===== config.mk =====
export PLATFORM = sky130hd
export DESIGN_NAME = tx_8b10b_sched
export DESIGN_NICKNAME = d
export VERILOG_FILES = /design/src/rtl/tx_8b10b_sched.sv
export SDC_FILE = /design/constraint.sdc
export NUM_CORES = 1
export LEC_CHECK = 0
export ABC_CLOCK_PERIOD_IN_PS = 3100
export BUFFER_PORTS_ARGS = -buffer_cell sky130_fd_sc_hd__buf_2
export CAP_MARGIN = 5
export CELL_PAD_IN_SITES_DETAIL_PLACEMENT = 2
export CELL_PAD_IN_SITES_GLOBAL_PLACEMENT = 2
export CORE_MARGIN = 3
export CORE_UTILIZATION = 40
export DETAILED_ROUTE_END_ITERATION = 8
export GPL_ROUTABILITY_DRIVEN = 0
export PLACE_DENSITY_LB_ADDON = 0.15
export SYNTH_ARGS = -nofsm -noshare
export SYNTH_HDL_FRONTEND = slang
export SYNTH_SLANG_ARGS = --single-unit

===== constraint.sdc =====
create_clock -name i_clk -period 3.1 [get_ports i_clk]
set_clock_uncertainty 0.1 [all_clocks]
set_input_delay 0.62 -clock i_clk [delete_from_list [all_inputs] [get_ports i_clk]]
set_output_delay 0.62 -clock i_clk [all_outputs]
set_load 0.01 [all_outputs]

===== src/rtl/tx_8b10b_sched.sv =====
// -----------------------------------------------------------------------------
// tx_8b10b_sched
//
// Symbol scheduler and running-disparity controller that sits in front of a
// combinational 8b/10b encoder on the serial transmit path.
//
//   * User bytes (with a data/control flag) are buffered in a small FIFO.
//   * After i_en rises the link is aligned with ALIGN_LEN K28.5 commas.
//   * In RUN, user bytes are sent when available, gaps are filled with idle
//     K28.5, and a comma is forced after IDLE_PERIOD consecutive non-commas.
//   * One symbol per clock is presented to the encoder with the current RD;
//     the returned codeword is registered, RD is updated from its ones count
//     and illegal disparity is flagged (sticky).
//
// Ports
//   i_clk          symbol clock, rising edge
//   i_rst_n        asynchronous active-low reset
//   i_en           link enable
//   i_data/i_k     user byte and control flag, written when i_valid & o_ready
//   i_valid        user byte valid
//   o_ready        FIFO can accept a byte (never in IDLE)
//   o_enc_data     byte to encoder
//   o_enc_k        control flag to encoder
//   o_enc_rd       running disparity to encoder (0 = RD-, 1 = RD+)
//   i_enc_code     10b codeword returned combinationally by the encoder
//   o_code         registered codeword to serializer
//   o_code_valid   o_code holds a valid symbol
//   o_state        0 = IDLE, 1 = ALIGN, 2 = RUN
//   o_err_disp     sticky disparity error
// -----------------------------------------------------------------------------
module tx_8b10b_sched #(
  parameter int FIFO_DEPTH  = 4,
  parameter int ALIGN_LEN   = 16,
  parameter int IDLE_PERIOD = 256
) (
  input  logic       i_clk,
  input  logic       i_rst_n,
  input  logic       i_en,
  input  logic [7:0] i_data,
  input  logic       i_k,
  input  logic       i_valid,
  output logic       o_ready,
  output logic [7:0] o_enc_data,
  output logic       o_enc_k,
  output logic       o_enc_rd,
  input  logic [9:0] i_enc_code,
  output logic [9:0] o_code,
  output logic       o_code_valid,
  output logic [1:0] o_state,
  output logic       o_err_disp
);

  localparam int AW  = (FIFO_DEPTH > 1) ? $clog2(FIFO_DEPTH) : 1;
  localparam int CW  = $clog2(FIFO_DEPTH + 1);
  localparam int ACW = $clog2(ALIGN_LEN + 1);
  localparam int NCW = $clog2(IDLE_PERIOD + 1);

  localparam logic [7:0] K28_5 = 8'hBC;

  typedef enum logic [1:0] {
    ST_IDLE  = 2'd0,
    ST_ALIGN = 2'd1,
    ST_RUN   = 2'd2
  } state_t;

  state_t state, state_next;

  // ---------------------------------------------------------------------------
  // User FIFO: entries are {k, data}
  // ---------------------------------------------------------------------------
  logic [8:0]    mem [FIFO_DEPTH];
  logic [AW-1:0] wr_ptr, rd_ptr;
  logic [CW-1:0] count;
  logic          full, empty;
  logic          push, pop, flush;
  logic [8:0]    head;

  assign full    = (count == CW'(FIFO_DEPTH));
  assign empty   = (count == '0);
  assign o_ready = !full && (state != ST_IDLE);
  assign push    = i_valid && o_ready;
  assign head    = mem[rd_ptr];

  // NOTE: storage carries no reset; the pointers and count define which
  // entries are live, so clearing them is enough to empty the FIFO.
  always_ff @(posedge i_clk) begin
    if (push) begin
      mem[wr_ptr] <= {i_k, i_data};
    end
  end

  // NOTE: sequential state is written with non-blocking assignments only, so
  // every flop samples the pre-edge values regardless of statement order.
  always_ff @(posedge i_clk or negedge i_rst_n) begin
    if (!i_rst_n) begin
      wr_ptr <= '0;
      rd_ptr <= '0;
      count  <= '0;
    end else if (flush) begin
      wr_ptr <= '0;
      rd_ptr <= '0;
      count  <= '0;
    end else begin
      if (push) wr_ptr <= wr_ptr + 1'b1;
      if (pop)  rd_ptr <= rd_ptr + 1'b1;
      case ({push, pop})
        2'b10:   count <= count + 1'b1;
        2'b01:   count <= count - 1'b1;
        default: count <= count;
      endcase
    end
  end

  // ---------------------------------------------------------------------------
  // Sequencer: state, alignment counter and non-comma counter
  // ---------------------------------------------------------------------------
  logic [ACW-1:0] align_cnt, align_next;
  logic [NCW-1:0] nc_cnt, nc_next;
  logic           sel;
  logic [7:0]     sel_data;
  logic           sel_k;

  always_ff @(posedge i_clk or negedge i_rst_n) begin
    if (!i_rst_n) begin
      state     <= ST_IDLE;
      align_cnt <= '0;
      nc_cnt    <= '0;
    end else begin
      state     <= state_next;
      align_cnt <= align_next;
      nc_cnt    <= nc_next;
    end
  end

  // NOTE: every signal driven here gets a default first, so no path through
  // the case leaves one unassigned and no latch is inferred.
  always_comb begin
    state_next = state;
    align_next = align_cnt;
    nc_next    = nc_cnt;
    sel        = 1'b0;
    sel_data   = K28_5;
    sel_k      = 1'b1;
    pop        = 1'b0;
    flush      = 1'b0;

    case (state)
      ST_IDLE: begin
        if (i_en) begin
          state_next = ST_ALIGN;
          align_next = '0;
        end
      end

      ST_ALIGN: begin
        if (!i_en) begin
          state_next = ST_IDLE;
          flush      = 1'b1;
        end else begin
          // Comma every cycle; the FIFO may fill but is not drained here.
          sel     = 1'b1;
          nc_next = '0;
          if (align_cnt == ACW'(ALIGN_LEN - 1)) begin
            state_next = ST_RUN;
            align_next = '0;
          end else begin
            align_next = align_cnt + 1'b1;
          end
        end
      end

      ST_RUN: begin
        if (!i_en) begin
          state_next = ST_IDLE;
          flush      = 1'b1;
        end else begin
          sel = 1'b1;
          if (nc_cnt == NCW'(IDLE_PERIOD)) begin
            // Forced comma keeps the receiver's word alignment refreshed.
            nc_next = '0;
          end else if (!empty) begin
            pop      = 1'b1;
            sel_data = head[7:0];
            sel_k    = head[8];
            // A user K28.5 also counts as a comma.
            if (head[8] && (head[7:0] == K28_5)) nc_next = '0;
            else                                 nc_next = nc_cnt + 1'b1;
          end else begin
            nc_next = '0;
          end
        end
      end

      default: begin
        state_next = ST_IDLE;
        flush      = 1'b1;
      end
    endcase
  end

  assign o_state = state;

  // ---------------------------------------------------------------------------
  // Pipeline: selection -> encoder inputs (edge N), codeword capture (edge N+1)
  // ---------------------------------------------------------------------------
  logic sel_valid;

  always_ff @(posedge i_clk or negedge i_rst_n) begin
    if (!i_rst_n) begin
      o_enc_data <= K28_5;
      o_enc_k    <= 1'b1;
      sel_valid  <= 1'b0;
    end else begin
      sel_valid <= sel;
      if (sel) begin
        o_enc_data <= sel_data;
        o_enc_k    <= sel_k;
      end
    end
  end

  // Ones count of the returned codeword drives the RD decision.
  logic [3:0] ones;
  logic       rd_next;
  logic       disp_bad;

  always_comb begin
    ones = '0;
    for (int b = 0; b < 10; b++) begin
      ones = ones + 4'(i_enc_code[b]);
    end
  end

  always_comb begin
    rd_next  = o_enc_rd;
    disp_bad = 1'b0;
    case (ones)
      4'd5: rd_next = o_enc_rd;
      4'd6: begin
        if (!o_enc_rd) rd_next  = 1'b1;
        else           disp_bad = 1'b1;
      end
      4'd4: begin
        if (o_enc_rd) rd_next  = 1'b0;
        else          disp_bad = 1'b1;
      end
      default: disp_bad = 1'b1;
    endcase
  end

  // RD survives IDLE; only reset returns it to RD-.
  always_ff @(posedge i_clk or negedge i_rst_n) begin
    if (!i_rst_n) begin
      o_code       <= '0;
      o_code_valid <= 1'b0;
      o_enc_rd     <= 1'b0;
      o_err_disp   <= 1'b0;
    end else begin
      o_code_valid <= sel_valid;
      if (sel_valid) begin
        o_code <= i_enc_code;
        if (disp_bad) o_err_disp <= 1'b1;
        else          o_enc_rd   <= rd_next;
      end
    end
  end

endmodule

==> results.txt <==
----------------------------------------------------
[Outcome]
  Outcome ... complete, but fails checks
  Failing checks ... setup timing

[STA]
  Final Hold Fails ... 0
  RSZ-0062 raised after global routing ... true
  Max frequency ... 0.317 GHz
  Relative slew slack ... 33.0%
  Number of setup violations in the final report ... 2
  Post-layout min period ... 3.15 ns
  Pins over their slew limit ... 0
  Final critical-path share of the clock period ... 102%
  PnR worst setup slack ... -0.0529 ns
  Tightest Pin Transition ... 1.01 ns
  Final sum of negative setup slack ... -0.0975 ns

[Global routing]
  Global route total overflow ... 0
  Initial antenna violation count ... 0
  Total routing resource utilization after global routing ... 17.2%
  Maximum number of pins on one net before global-route repair ... 43
  Via count of the first global-routing pass ... 2,761
  First-pass GRT wire length ... 14.7 mm

[Setup path]
  Data arrival, critical path ... 3.30 ns
  Slowest cell delay on critical path ... 0.52 ns
  Cell type of the slowest stage on the worst timing path ... sky130_fd_sc_hd__fa_1
  Cells along the critical path ... buf_6, fa_1, fa_1, inv_1, fa_1, inv_1, ha_2, inv_2, fa_2, nor2b_2, a31oi_2, o21ai_1, o31ai_1
  Largest driver fanout on the critical path ... 3
  Setup crit start kind ... input port
  WP data required ... 3.25 ns
  Worst reg2reg setup slack ... 0.48 ns
  Most prevalent standard cell on the critical path ... sky130_fd_sc_hd__fa_1
  Type of the worst setup path ... input port to flop
  CP Capture Type ... flop

[Clock tree]
  # clock sinks ... 82
  Clock slew seen by the registers of the worst setup and hold paths ... 0.11 ns
  Maximum level of the CTS H-tree ... 3
  CTS root buf ... sky130_fd_sc_hd__clkbuf_8
  Maximum number of buffers from clock root to sink ... 2
  TritonCTS Buffers ... 9
  Clock latency at the later pin of the worst-skew pair ... 0.36 ns
  Clock tree from TritonCTS ... done
  Number of hold-repair buffers added at the cts stage ... 0

[Finish]
  Non-filler cells, final ... 477
  Final std cell area, no fill ... 4440 um2
  Layout overhead on the synthesized area ... 16.4%
  Fraction of final layout cells sized beyond drive strength 1 ... 30.2%
  Commonest non-fill, non-tap cell in the layout ... sky130_fd_sc_hd__buf_2
  Filler cell count in the final layout ... 897
  Most frequent cells in the layout ... 45 x sky130_fd_sc_hd__buf_2, 40 x sky130_fd_sc_hd__dfrtp_1, 39 x sky130_fd_sc_hd__nand2_1, 36 x sky130_fd_sc_hd__edfxtp_1, 20 x sky130_fd_sc_hd__inv_1
  Net count reported at finish ... 388
  Final standard cell utilization of the core ... 49.4%
  N_diodes ... 0

[Floorplan]
  Core region area ... 8980 um2
  Die area ... 10,700 um2
  X dimension of the die ... 104 um
  Initial Util ... 42.5%
  Boundary pin count ... 48
  Die Height ... 104 um
  Standard-cell rows ... 34

[Detailed routing]
  Count of TritonRoute iterations in the first routing pass ... 3
  Routed WL per cell ... 18.3 um
  DRC violation count after routing ... 0
  Vias post-DR ... 2,451
  Remaining antenna violation count after routing ... 0
  Detailed router's first-iteration violation count ... 55
  Average vias per placed instance ... 5.14
  Routed wire length ... 8.72 mm

[Job]
  Max-cap check violation count ... 0

[Synth]
  Mean Syn Cell Area ... 13.1 um2
  Number of synthesized flops with an enable pin ... 36
  Yosys cell types ... 48
  Most used flip-flop cell after synthesis ... sky130_fd_sc_hd__dfrtp_1
  Synthesized cell area ... 3810 um2
  Sequential share of the synthesized area ... 58.7%
  Count of state elements after synthesis ... 82
  Warnings from Yosys ... 0
  Share of async-settable or async-resettable flops after synthesis ... 56.1%
  Nets in the synthesized netlist ... 332
  Instance count of the mapped netlist ... 290

[Power]
  Comb pwr share ... 32.6%
  Peak supply drop ... 0.000327 V
  Static power due to leakage ... 1.88 nW
  Clk network pwr share ... 22.8%
  Switching power ... 1.26 mW
  Cell Pwr Density ... 784 nW/um2
  Switch share ... 36.3%
  Total Power Consumption ... 3.48 mW
  Sequential share of power ... 44.7%
  Internal power of the cells ... 2.22 mW

[Place]
  Detailed Place HPWL ... 6.32 mm
  Total cell area at the placement stage ... 4200 um2
  PortBufs ... 47
  Number of placed instances, taps included ... 460

[Worst hold path]
  HP Class ... input port to async pin

----------------------------------------------------
-- critical path: cells and delay by family --
kind | cells | cell delay, ns
compound gates | 3 | 0.29
buf+inv | 4 | 0.26
simple gates | 1 | 0.14
fa+ha+maj | 5 | 1.98
-- path summary, 6_finish.rpt --
check                                    from            end  depth (start not counted)
worst max-delay path            i_enc_code[0]       o_enc_rd                         13
worst min-delay path                  i_rst_n      nc_cnt[5]                          1
worst max register to register     o_state[1]       count[2]                         11
worst min register to register  o_enc_data[5]  o_enc_data[5]                          2
max in group asynchronous             i_rst_n  o_enc_data[7]                          2
min in group i_clk              o_enc_data[5]  o_enc_data[5]                          2
-- synth_stat cells (2+ instances only) --
| cell | count | area (um2) |
|---|---|---|
| sky130_fd_sc_hd__dfstp_2 | 6 | 158 |
| sky130_fd_sc_hd__and2_1 | 5 | 31.3 |
| sky130_fd_sc_hd__mux4_2 | 8 | 180 |
| sky130_fd_sc_hd__mux2_2 | 11 | 124 |
| sky130_fd_sc_hd__ha_1 | 12 | 150 |
| sky130_fd_sc_hd__a21oi_1 | 2 | 10.0 |
| sky130_fd_sc_hd__xor2_1 | 2 | 17.5 |
| sky130_fd_sc_hd__and3_1 | 2 | 12.5 |
| sky130_fd_sc_hd__mux2i_1 | 6 | 60.1 |
| sky130_fd_sc_hd__buf_6 | 2 | 22.5 |
| sky130_fd_sc_hd__dfrtp_1 | 40 | 1000 |
| sky130_fd_sc_hd__edfxtp_1 | 36 | 1080 |
| sky130_fd_sc_hd__a21o_1 | 3 | 22.5 |
| sky130_fd_sc_hd__o31ai_1 | 2 | 15.0 |
| sky130_fd_sc_hd__nand2b_1 | 3 | 18.8 |
| sky130_fd_sc_hd__nor2b_1 | 2 | 12.5 |
| sky130_fd_sc_hd__o21ai_1 | 6 | 30.0 |
| sky130_fd_sc_hd__o21a_1 | 3 | 22.5 |
| sky130_fd_sc_hd__o21ai_0 | 10 | 50.1 |
| sky130_fd_sc_hd__xnor2_1 | 5 | 43.8 |
| sky130_fd_sc_hd__fa_1 | 7 | 140 |
| sky130_fd_sc_hd__nor2_1 | 13 | 48.8 |
| sky130_fd_sc_hd__nand3_1 | 10 | 50.1 |
| sky130_fd_sc_hd__buf_2 | 2 | 10.0 |
| sky130_fd_sc_hd__a22o_1 | 5 | 43.8 |
| sky130_fd_sc_hd__nor3_1 | 2 | 10.0 |
| sky130_fd_sc_hd__inv_1 | 21 | 78.8 |
| sky130_fd_sc_hd__nand2_1 | 39 | 146 |
| sky130_fd_sc_hd__a31oi_1 | 2 | 12.5 |
| sky130_fd_sc_hd__clkbuf_1 | 5 | 18.8 |
-- cell families after synthesis --
| logic type | count (synthesis) | synth area share, % |
|---|---|---|
| buffers and inverters | 31 | 3.51 |
| adder cells (fa/ha/maj) | 19 | 7.61 |
| multiplexers | 26 | 10.2 |
| XOR/XNOR | 7 | 1.61 |
| AO/OA/AOI/OAI | 43 | 8.17 |
| AND/OR/NAND/NOR | 82 | 10.1 |
| flip-flops | 82 | 58.7 |
-- per-stage QoR --
step,hold slack (ns),setup slack (ns)
final,0.325,-0.0529
after global routing,0.352,-0.151
after CTS,0.340,-0.0638
after detailed placement,0.353,-0.491
after global placement,0.341,-0.431
after floorplan,0.224,-0.230
-- power groups by stage --
stage / logic (mW) / clock network (mW) / registers (mW)
final: 1.13 / 0.792 / 1.55
after global routing: 1.28 / 0.872 / 1.59
after CTS: 1.16 / 0.814 / 1.56
after detailed placement: 1.14 / 0 / 1.58
after global placement: 1.09 / 0 / 1.57
after floorplan: 0.695 / 0 / 1.59
-- cell type report --
class / instances / area, um2 / share of cell area, %
Inverter: 22 / 82.6 / 1.86
Timing Repair Buffer: 54 / 300 / 6.77
Sequential cell: 82 / 2240 / 50.5
Clock inverter: 7 / 81.3 / 1.83
Clock buffer: 9 / 124 / 2.79
Tap cell: 126 / 158 / 3.55
Multi-Input combinational cell: 177 / 1450 / 32.7
-- registers in the layout, summed over array words and instances (netlist names) --
signal and flops:
align_cnt 5, wr_ptr 2, o_code_valid 1, o_err_disp 1
rd_ptr 2, o_state 2, nc_cnt 9, o_enc_k 1
count 3, o_enc_data 8, o_code 10, o_enc_rd 1
mem 36, sel_valid 1
-- what timing repair did --
action                                  CTS  global route
buffers inserted                          1             0
endpoints found under the setup margin    2             2
gates cloned                              0             0
pin swaps                                 3             2
resized for setup                         2             2
-- per-layer routing --
metal	up-vias	global-route usage, %	wire (um)	part of all wire (%)
li1	1142	-	-	-
met1	1271	21.0	3830	44
met2	28	30.6	4540	52
met3	10	3.54	229	2.6
met4	0	5.70	118	1.4
met5	-	0	0	0
Note: power is estimated with default switching activity, not from simulation.
